$ cat config.mk
export PLATFORM = sky130hd
export DESIGN_NAME = mac_accum
export DESIGN_NICKNAME = d
export VERILOG_FILES = /design/src/rtl/mac_pkg.sv /design/src/rtl/mac_out_reg.sv /design/src/rtl/mac_accum.sv
export SDC_FILE = /design/constraint.sdc
export NUM_CORES = 1
export LEC_CHECK = 0
export CORE_AREA = 5 5 88 106
export DETAILED_ROUTE_END_ITERATION = 12
export DIE_AREA = 0 0 93 111
export MAX_ROUTING_LAYER = met4
export PLACE_DENSITY = 0.69
export SYNTH_ARGS = -nofsm -noshare
export SYNTH_HDL_FRONTEND = slang
export SYNTH_HIERARCHICAL = 1
export SYNTH_SLANG_ARGS = --single-unit
$ cat constraint.sdc
create_clock -name clk -period 3.6 [get_ports clk]
set_clock_uncertainty 0.1 [all_clocks]
set_input_delay 1.08 -clock clk [delete_from_list [all_inputs] [get_ports clk]]
set_output_delay 1.08 -clock clk [all_outputs]
set_load 0.005 [all_outputs]
$ cat src/rtl/mac_pkg.sv
// Shared definitions for the multiply-accumulate datapath: widths, defaults
// and the saturating add used by the accumulators.
package mac_pkg;

  localparam int PROD_W        = 16;  // width of one multiplier product
  localparam int DEF_ACC_W     = 24;  // default accumulator width
  localparam int DEF_FRAME_LEN = 16;  // default products per frame
  localparam int MAX_ACC_W     = 32;  // widest accumulator sat_add supports

  // Result of one saturating add: clipped sum plus an overflow flag.
  typedef struct packed {
    logic                 ovf;
    logic [MAX_ACC_W-1:0] sum;
  } sat_res_t;

  // Adds an unsigned product to a w-bit accumulator value and clips the
  // result to 2^w-1. The add is done one bit wider than the widest
  // accumulator so the carry out of bit w-1 is never lost.
  function automatic sat_res_t sat_add(input logic [MAX_ACC_W-1:0] a,
                                       input logic [PROD_W-1:0]    b,
                                       input int unsigned          w);
    logic [MAX_ACC_W:0] raw;
    logic [MAX_ACC_W:0] lim;
    sat_res_t           res;
    raw     = {1'b0, a} + {{(MAX_ACC_W + 1 - PROD_W){1'b0}}, b};
    lim     = ((MAX_ACC_W + 1)'(1) << w) - (MAX_ACC_W + 1)'(1);
    res.ovf = (raw > lim);
    res.sum = res.ovf ? lim[MAX_ACC_W-1:0] : raw[MAX_ACC_W-1:0];
    return res;
  endfunction

endpackage

$ cat src/rtl/mac_out_reg.sv
// One-entry valid/ready holding register. A load always wins over a drain,
// so a new result can replace one leaving on the same edge without a bubble.
// The caller must only load when the register is empty or being drained.
module mac_out_reg #(
  parameter int W = 25
) (
  input  logic         clk,
  input  logic         rst_n,
  input  logic         load_i,
  input  logic [W-1:0] data_i,
  input  logic         ready_i,
  output logic         valid_o,
  output logic [W-1:0] data_o
);

  logic         valid_q;
  logic [W-1:0] data_q;

  // Capture on load, empty on handshake, otherwise hold contents stable.
  always_ff @(posedge clk or negedge rst_n) begin
    if (!rst_n) begin
      valid_q <= 1'b0;
      data_q  <= '0;
    end else if (load_i) begin
      valid_q <= 1'b1;
      data_q  <= data_i;
    end else if (valid_q && ready_i) begin
      valid_q <= 1'b0;
    end
  end

  assign valid_o = valid_q;
  assign data_o  = data_q;

endmodule

$ cat src/rtl/mac_accum.sv
// Frame accumulator: sums FRAME_LEN unsigned products with saturation and
// hands each finished frame to a one-entry valid/ready output register.
// Only the last sample of a frame can be stalled by a full output register.
module mac_accum
  import mac_pkg::*;
#(
  parameter  int FRAME_LEN = DEF_FRAME_LEN,
  parameter  int ACC_W     = DEF_ACC_W,
  localparam int CNT_W     = $clog2(FRAME_LEN)
) (
  input  logic              clk,
  input  logic              rst_n,
  input  logic              clr,
  input  logic              in_valid,
  output logic              in_ready,
  input  logic [PROD_W-1:0] in_data,
  output logic              out_valid,
  input  logic              out_ready,
  output logic [ACC_W-1:0]  out_data,
  output logic              out_sat,
  output logic              busy
);

  // Control state is derived from the counter and output occupancy.
  localparam logic [1:0] ST_IDLE  = 2'd0;
  localparam logic [1:0] ST_ACCUM = 2'd1;
  localparam logic [1:0] ST_HOLD  = 2'd2;

  logic [ACC_W-1:0] acc_q, acc_d;
  logic [CNT_W-1:0] cnt_q, cnt_d;
  logic             sat_q, sat_d;
  logic [1:0]       state;
  logic             last_smp;
  logic             acc_n;
  logic             out_load;
  sat_res_t         add_res;
  logic [ACC_W-1:0] sum;
  logic             ovf;
  logic             unused_sum_bits;

  assign last_smp = (cnt_q == CNT_W'(FRAME_LEN - 1));

  // Classify the current cycle; HOLD means the final sample must wait.
  always_comb begin
    state = ST_IDLE;
    if (last_smp && out_valid && !out_ready) begin
      state = ST_HOLD;
    end else if (cnt_q != '0) begin
      state = ST_ACCUM;
    end
  end

  assign in_ready = !clr && (state != ST_HOLD);
  assign acc_n    = in_valid && in_ready;
  assign out_load = acc_n && last_smp;
  assign busy     = (cnt_q != '0);

  // Saturating add of the incoming product; bits above ACC_W are always zero.
  always_comb begin
    add_res         = sat_add(MAX_ACC_W'(acc_q), in_data, ACC_W);
    sum             = add_res.sum[ACC_W-1:0];
    ovf             = add_res.ovf;
    unused_sum_bits = ^add_res.sum;
  end

  // Next-state for accumulator, sample counter and sticky saturation flag.
  always_comb begin
    acc_d = acc_q;
    cnt_d = cnt_q;
    sat_d = sat_q;
    if (clr || out_load) begin
      acc_d = '0;
      cnt_d = '0;
      sat_d = 1'b0;
    end else if (acc_n) begin
      acc_d = sum;
      cnt_d = cnt_q + CNT_W'(1);
      sat_d = sat_q | ovf;
    end
  end

  // Accumulator state registers.
  always_ff @(posedge clk or negedge rst_n) begin
    if (!rst_n) begin
      acc_q <= '0;
      cnt_q <= '0;
      sat_q <= 1'b0;
    end else begin
      acc_q <= acc_d;
      cnt_q <= cnt_d;
      sat_q <= sat_d;
    end
  end

  mac_out_reg #(
    .W (ACC_W + 1)
  ) u_out_reg (
    .clk     (clk),
    .rst_n   (rst_n),
    .load_i  (out_load),
    .data_i  ({sat_q | ovf, sum}),
    .ready_i (out_ready),
    .valid_o (out_valid),
    .data_o  ({out_sat, out_data})
  );

endmodule

# Yosys cells after proc, flatten, opt, wreduce, memory -nomap -nowiden
# Index checks and enable logic that the tools add are counted.
# word_totals
output_inout_bits	28
input_bits	21
regBits	55
word_cells	34
# op_classes
n_bitwise	1
eq_ne	2
magnitude_cmp	1
muxes	11
n_reduce_logical	12
addsub	2
# ops
op	count
$mux W24	3
$add A24 B16 Y25	1
$gt A25 B24 Y1 const B	1
$mux W4	2
$logic_and A1 B1 Y1	6
$mux W1	5
$add A4 B1 Y4 const B	1
$eq A4 B4 Y1 const B	1
$reduce_bool A2 Y1	2
$reduce_bool A4 Y1	1
$logic_not A1 Y1	2
$mux W2	1
$ne A2 B2 Y1 const B	1
$logic_or A1 B1 Y1	1
$or A1 B1 Y1	1

# Longest topological paths before layout
# Gate-level depths: netlist of run 1.
# logic_depth
depth_word	10
depth_mapped	13
ltp_nobuf	11

# Hierarchy
# Netlist of run 1, hierarchy kept.
# by_module_without_submodules
module	seq_area_each_um2	instances	area_each_um2	cells_per_inst
mac_accum	725.7	1	2503.7	301
mac_out_reg	650.6	1	1066.0	56

# Worst setup path after synthesis of run 1
# Ideal clock, no wire load.
# synth_path
path_type	input to register
from	input port in_data[0]
to	register u_out_reg.data_q[20], in the netlist u_out_reg/data_o[20]
n_path_buf	0
cell_stages	10
setup_time_ns	0.125
required_ns	3.375
setup_slack_ns	0.175
t_arrival_ns	3.200
path_cell_list	ha_1 > inv_1 > fa_1 > nand2b_1 > a21o_1 > nand3_1 > a21oi_1 > o31ai_2 > mux2_2 > mux2_4
# synth_rtl
item	line	text
start, declared	mac_accum.sv:16	input logic [PROD_W-1:0] in_data,
end signal, assigned	mac_out_reg.sv:26	data_q <= data_i;
end, declared	mac_out_reg.sv:17	logic [W-1:0] data_q;

# Worst setup path in the final report of run 1
# layout_path
from	input port out_ready
to	output port in_ready
# layout_between
elab_chain_len	5
# layout_lines
item	line	text
start, declared	mac_accum.sv:18	input logic out_ready,
$logic_not A1 Y1	mac_accum.sv:46	if (last_smp && out_valid && !out_ready) begin
$logic_and A1 B1 Y1	mac_accum.sv:46	
$mux W2	mac_accum.sv:46	
$ne A2 B2 Y1	mac_accum.sv:53	assign in_ready = !clr && (state != ST_HOLD);
$logic_and A1 B1 Y1	mac_accum.sv:53	
end, declared	mac_accum.sv:15	output logic in_ready,
# No other way between the ends.

==> run summary, run 1 <==
Total GRT Usage: 18.0%
Antenna diode count: 0
Slew @ Worst Pin: 0.635 ns
Leading cell type in the layout, fill and taps excluded: dfrtp_1
Reg2reg start: acc_q[7]$_DFFE_PN0P_
Skew-Pair Late Insertion Delay: 0.33 ns
Tot Pwr: 1.64 mW
Post-synthesis cell type count: 55
Post-DP HPWL: 6.54 mm
Critical path data required time: 2.42 ns
Post-Syn Area: 3570 um2
Async S/R FF share, synth: 100%
DRT antenna net count: 0
CTS Sinks: 55
Max Freq: 290 MHz
Pwr dens: 367 nW/um2
Leakage power: 2.13 nW
Grt total ovfl: 0
R2R Setup Slk: 0.95 ns
Vias in the first global route: 3078
H-tree lvl count: 2
Seq/Total Area, Yosys: 38.6%
Max Buffers Root-to-Sink: 2
Crit path cell chain: clkdlybuf4s50_1 -> or3b_1 -> nor2b_1 -> dlygate4sd2_1
TritonCTS clock tree: yes
Hold WS: 0.397 ns
Largest net degree at the start of global routing: 30
Die area: 10300 um2
WL per Instance: 16.3 um
Post-route insts no fill: 530
DR pass1 iterations: 4
Die X: 93 um
CTS Buf Count: 5
Top FF cell, synth: dfrtp_1
VDD IR max: 0.000206 V
Starting DRT DRC Count: 110
Worst setup path start: out_ready
Worst R2R End: u_out_reg/data_o[18]$_DFFE_PN0P_
Max cap viols: 0
Area delta synth->final: 25.6%
Vias per std cell: 5.67
EDFF count, synth: 0
Worst Hold Class: register to register
Clock Pin Slew Worst Setup and Hold Paths: 0.11 ns
Initial Utilization: 44.0%
Final hold vios: 0
CP Buf/Inv Count: 2
Setup violations, final: 0
Initial antenna violation count: 0
Slowest cell on crit path: clkdlybuf4s50_1
Final WL: 8.65 mm
Syn Area/Cell: 10.0 um2
Worst EP arrival: 2.27 ns
CP delay by family, top: buffers and inverters
Vias: 3006
Row count: 36
Die Ht: 111 um
DR DRC count: 0
Fin area: 4480 um2
Seq cells post-synth: 55
Period utilisation layout: 95.8%
Synthesized instance count: 357
Crit path to: in_ready
GP Congestion: 0.918
Nets@finish: 474
Slew Viols, Final: 0
CP Capture Type: primary output
R2R cell count: 9
Normalized max-slew margin: 57.6%
Core area: 8110 um2
Levels on crit path: 4
RSZ-0062 raised after global routing: false
I/O Pins: 49
Outcome: finished, final reports clean
Syn nets: 397
First-pass GRT wire length: 14.8 mm
Share of cells above drive strength 1: 20.5%
Crit Path Max Fanout: 2
CP Class: input pin to primary output
Post-layout util: 55.3%
Post-CTS setup buffers: 0
Clock period minus worst slack: 3.45 ns
Commonest cells after routing, fill and taps aside: 55 x dfrtp_1, 46 x clkdlybuf4s50_1, 45 x nand2_1, 41 x buf_4, 21 x a21oi_1
DP Area: 4370 um2
Placed Instances: 522
Max stage delay on crit path: 0.41 ns
YS warnings: 6
Port Buf Inserts: 48
CP Launch Type: input pin
Clk root buf: clkbuf_8
[area by class of cell]
type | instances | area (um2)
inverter | 9 | 33.8
clock buffer | 5 | 68.8
sequential | 55 | 1380
tap | 95 | 119
clock inverter | 3 | 47.5
timing repair buffer | 90 | 802
fill | 736 | 3620
multi-input combinational | 273 | 2040
[worst register-to-register path, delay by kind of cell, from the launching register on]
kind,cells,cell delay [ns]
muxes,1,0.25
DFF,1,0.39
adders and majority gates,1,0.35
and+or+nand+nor,4,1.02
AOI/OAI and AO/OA,3,0.45
[Yosys cell counts (7+ instances only)]
| cell type | instances | area share, % |
|---|---|---|
| nand2b_1 | 7 | 1.2 |
| nand3_1 | 8 | 1.1 |
| dfrtp_1 | 55 | 39 |
| mux2_4 | 19 | 8.0 |
| nand2_1 | 45 | 4.7 |
| mux2_2 | 8 | 2.5 |
| a21oi_1 | 21 | 2.9 |
| ha_1 | 18 | 6.3 |
| o21ai_0 | 16 | 2.2 |
| buf_2 | 13 | 1.8 |
| nand4_1 | 13 | 2.3 |
| a22o_1 | 16 | 3.9 |
| xor2_1 | 12 | 2.9 |
| nor2_1 | 15 | 1.6 |
| a21o_1 | 15 | 3.2 |
| inv_1 | 9 | 0.95 |
[per-layer routing]
layer,share of wire (%),up-vias,GRT usage [%]
li1,-,1457,-
met1,45,1472,23.1
met2,49,63,28.6
met3,3.6,14,2.72
met4,1.9,0,6.35
met5,0,-,-
[through the flow]
stage	setup TNS [ns]	setup WS, ns
final	0	0.150
after global routing	0	0.00870
after CTS	0	0.140
after detailed placement	-1.50	-0.212
after global placement	-1.10	-0.180
after floorplan	0	0.175
[worst min path at each step]
stage | slack, ns | depth (start not counted) | from | to
floorplan | 0.35 | 2 | sat_q$_DFFE_PN0P_ | sat_q$_DFFE_PN0P_
global placement | 0.38 | 2 | sat_q$_DFFE_PN0P_ | sat_q$_DFFE_PN0P_
detailed placement | 0.38 | 2 | sat_q$_DFFE_PN0P_ | sat_q$_DFFE_PN0P_
CTS | 0.41 | 2 | sat_q$_DFFE_PN0P_ | sat_q$_DFFE_PN0P_
global route | 0.43 | 2 | sat_q$_DFFE_PN0P_ | sat_q$_DFFE_PN0P_
finish | 0.40 | 2 | sat_q$_DFFE_PN0P_ | sat_q$_DFFE_PN0P_
[cells by family after synthesis]
group,synth area share (%)
adder cells (fa/ha/maj),6.87
AO/OA/AOI/OAI,19.7
XOR/XNOR,3.93
multiplexers,10.8
buffers and inverters,4.63
flip-flops,38.6
AND/OR/NAND/NOR,15.5
[sequential cells by signal, indices dropped and copies added, names as in the netlist]
signal             count
acc_q                 24
cnt_q                  4
sat_q                  1
u_out_reg/data_o      25
u_out_reg/valid_o      1
[where the power goes]
part           internal, mW  switching [mW]
sequential            0.653          0.0254
combinational         0.260           0.272
clock                 0.211           0.222
[timing repair]
action / in CTS / in global routing
gates resized for setup: 1 / 1
setup endpoints to repair: 1 / 2
hold buffers: 0 / 0
pin swaps: 0 / 1
hold endpoints to repair: 0 / 0
No activity file was read; power rests on OpenSTA's default activity.
==> inputs of run 2 (changes only) <==
--- a/config.mk
+++ b/config.mk
@@ -5,11 +5,11 @@
 export SDC_FILE = /design/constraint.sdc
 export NUM_CORES = 1
 export LEC_CHECK = 0
-export CORE_AREA = 5 5 88 106
+export CORE_AREA = 2 2 77 94
 export DETAILED_ROUTE_END_ITERATION = 12
-export DIE_AREA = 0 0 93 111
+export DIE_AREA = 0 0 79 96
 export MAX_ROUTING_LAYER = met4
-export PLACE_DENSITY = 0.69
+export PLACE_DENSITY = 0.81
 export SYNTH_ARGS = -nofsm -noshare
 export SYNTH_HDL_FRONTEND = slang
 export SYNTH_HIERARCHICAL = 1
==> run summary, run 2 (synthesized netlist as in run 1, its figures left out) <==
Outcome: finished, final reports clean
Setup TNS: 0 ns (unchanged)
Reg2reg start: acc_q[0]$_DFFE_PN0P_
Multi-input logic area: 2050 um2 (+0.80%)
Die area: 7580 um2 (-27%)
Post-route insts no fill: 525 (-0.94%)
DR DRC count: 0 (unchanged)
Crit Path Max Fanout: 4 (+2)
CTS Hold Bufs: 0 (unchanged)
Leakage power: 2.14 nW (about the same)
Register area: 1380 um2 (unchanged)
CP Capture Type: register
Total GRT Usage: 25.2% (+7.2 points)
Port Buf Inserts: 48 (unchanged)
Post-DP HPWL: 6.61 mm (+1.0%)
Slew @ Worst Pin: 0.549 ns (-0.0868 ns)
Core area: 6690 um2 (-17%)
Die X: 79 um (-15%)
Pwr dens: 357 nW/um2 (-2.7%)
Worst EP arrival: 3.63 ns (+1.36 ns)
Placed Instances: 517 (-0.96%)
Vias: 3070 (+2.1%)
M2 GR Usage: 44.4% (+16 points)
DR pass1 iterations: 4 (unchanged)
CP delay by family, top: multiplexers
Starting DRT DRC Count: 238 (+120%)
Crit path cell chain: clkdlybuf4s50_1 -> ha_1 -> inv_1 -> fa_1 -> nand2b_1 -> a21o_1 -> nand3_1 -> a21oi_1 -> o31ai_2 -> mux2_2 -> mux2_4
TritonCTS clock tree: yes
Largest net degree at the start of global routing: 36 (+20%)
Max reg flops: 25 (unchanged)
Grt total ovfl: 0 (unchanged)
I/O Pins: 49 (unchanged)
CP Class: input pin to register
Max Buffers Root-to-Sink: 2 (unchanged)
Normalized max-slew margin: 63.4% (+5.8 points)
Row count: 33 (-8.3%)
Vias in the first global route: 3125 (+1.5%)
Skew-Pair Late Insertion Delay: 0.32 ns (about the same)
Clock period minus worst slack: 3.51 ns (+0.0626 ns)
Hold WS: 0.412 ns (+0.0146 ns)
Worst Hold End: acc_q[10]$_DFFE_PN0P_
R2R Setup Slk: 0.92 ns (-0.03 ns)
H-tree lvl count: 2 (unchanged)
Initial Utilization: 53.4% (+9.3 points)
Worst hold path startpoint: acc_q[10]$_DFFE_PN0P_
Final WL: 8.79 mm (+1.7%)
Worst setup margin: 0.0870 ns (-0.0626 ns)
VDD IR max: 0.000256 V (+25%)
R2R cell count: 10 (+1)
GP Congestion: 0.870 (-5.3%)
Met3 usage: 2.81% (+0.099 points)
WL per Instance: 16.8 um (+2.6%)
Commonest cells after routing, fill and taps aside: 55 x dfrtp_1, 46 x clkdlybuf4s50_1, 45 x nand2_1, 45 x buf_4, 20 x a21oi_1
Post-place setup slack: -0.287 ns (-0.0753 ns)
Slew Viols, Final: 0 (unchanged)
Share of cells above drive strength 1: 21.5% (+1.0 points)
Max cap viols: 0 (unchanged)
Slowest cell on crit path: clkdlybuf4s50_1
CP Launch Type: input pin
Max Freq: 285 MHz (-1.8%)
Leading cell type in the layout, fill and taps excluded: dfrtp_1
Worst R2R End: u_out_reg/data_o[20]$_DFFE_PN0P_
Clk root buf: clkbuf_8
CTS Sinks: 55 (unchanged)
Busiest metal layer after global routing: met2
First-pass GRT wire length: 14.6 mm (-1.1%)
Initial antenna violation count: 0 (unchanged)
Die Ht: 96 um (-14%)
Critical path data required time: 3.72 ns (+1.30 ns)
Filler cell count: 545 (-26%)
Worst Hold Class: register to register
DRT antenna net count: 0 (unchanged)
Setup violations, final: 0 (unchanged)
Final hold vios: 0 (unchanged)
CTS Buf Count: 5 (unchanged)
Vias per std cell: 5.85 (+3.1%)
Nets@finish: 477 (+0.63%)
Max stage delay on crit path: 0.47 ns (+0.06 ns)
Antenna diode count: 0 (unchanged)
Period utilisation layout: 97.6% (+1.7 points)
Clock Pin Slew Worst Setup and Hold Paths: 0.12 ns (about the same)
Tot Pwr: 1.60 mW (-2.8%)
CP Buf/Inv Count: 2 (unchanged)
Global Route met1 Usage: 30.7% (+7.5 points)
Hold Path Depth: 1 (-1)
Area delta synth->final: 25.4%
[run 2: cell types whose count changed in the layout (fill, tap and decap cells not counted), sizes merged]
cell	previous run	this run
bufinv	1	0
buf	43	46
inv	10	11
[run 2: area by class of cell]
type	count	area share, %
multi-input combinational	273	45.8
sequential	55	30.7
timing repair buffer	93	18.1
tap	87	2.43
clock buffer	5	1.54
inverter	9	0.754
clock inverter	3	0.587
[run 2: power breakdown]
group | leakage [nW] | switching [mW] | internal, mW
combinational | 1.34 | 0.277 | 0.269
sequential | 0.748 | 0.0269 | 0.653
clock | 0.0491 | 0.228 | 0.144
[run 2: worst reg2reg max path, delay by kind of cell, from the launching register on]
kind                       cells  cell delay (ns)
muxes                          2             0.61
adders and majority gates      2             0.57
AOI/OAI and AO/OA              3             0.56
DFF                            1             0.39
and+or+nand+nor                2             0.29
buffers and inverters          1             0.07
[run 2: how the worst max path moves through the flow]
stage	cells past startpoint	from	end	slack, ns
floorplan	10	in_data[0]	u_out_reg/data_o[20]$_DFFE_PN0P_	0.18
global placement	11	in_data[0]	u_out_reg/data_o[20]$_DFFE_PN0P_	-0.20
detailed placement	11	in_data[0]	u_out_reg/data_o[20]$_DFFE_PN0P_	-0.29
CTS	11	in_data[0]	u_out_reg/data_o[20]$_DFFE_PN0P_	0.05
global route	11	in_data[1]	u_out_reg/data_o[21]$_DFFE_PN0P_	-0.006
finish	11	in_data[0]	u_out_reg/data_o[20]$_DFFE_PN0P_	0.09
[run 2: through the flow]
step	util (%)	instance area [um2]
CTS	66.7	4460
finish	66.9	4480
floorplan	-	3570
global placement	65.3	4370
global route	66.9	4480
detailed placement	65.3	4370
[run 2: repair_timing]
item | in CTS | in global routing
pin swaps | 0 | 1
setup endpoints to repair | 1 | 6
resized for setup | 1 | 3
buffers inserted | 0 | 0
[run 2: metal layers]
layer	vias up	share of wire [%]
met2	67	51
met4	0	1.5
met1	1526	45
met3	14	2.6
met5	-	0
li1	1463	-
==> inputs of run 3 (changes only) <==
--- a/config.mk
+++ b/config.mk
@@ -6,6 +6,7 @@
 export NUM_CORES = 1
 export LEC_CHECK = 0
 export CORE_AREA = 2 2 77 94
+export CTS_CLUSTER_SIZE = 14
 export DETAILED_ROUTE_END_ITERATION = 12
 export DIE_AREA = 0 0 79 96
 export MAX_ROUTING_LAYER = met4
==> results of run 3 <==
Final layout, timing and power as in run 2 (identical DEF).
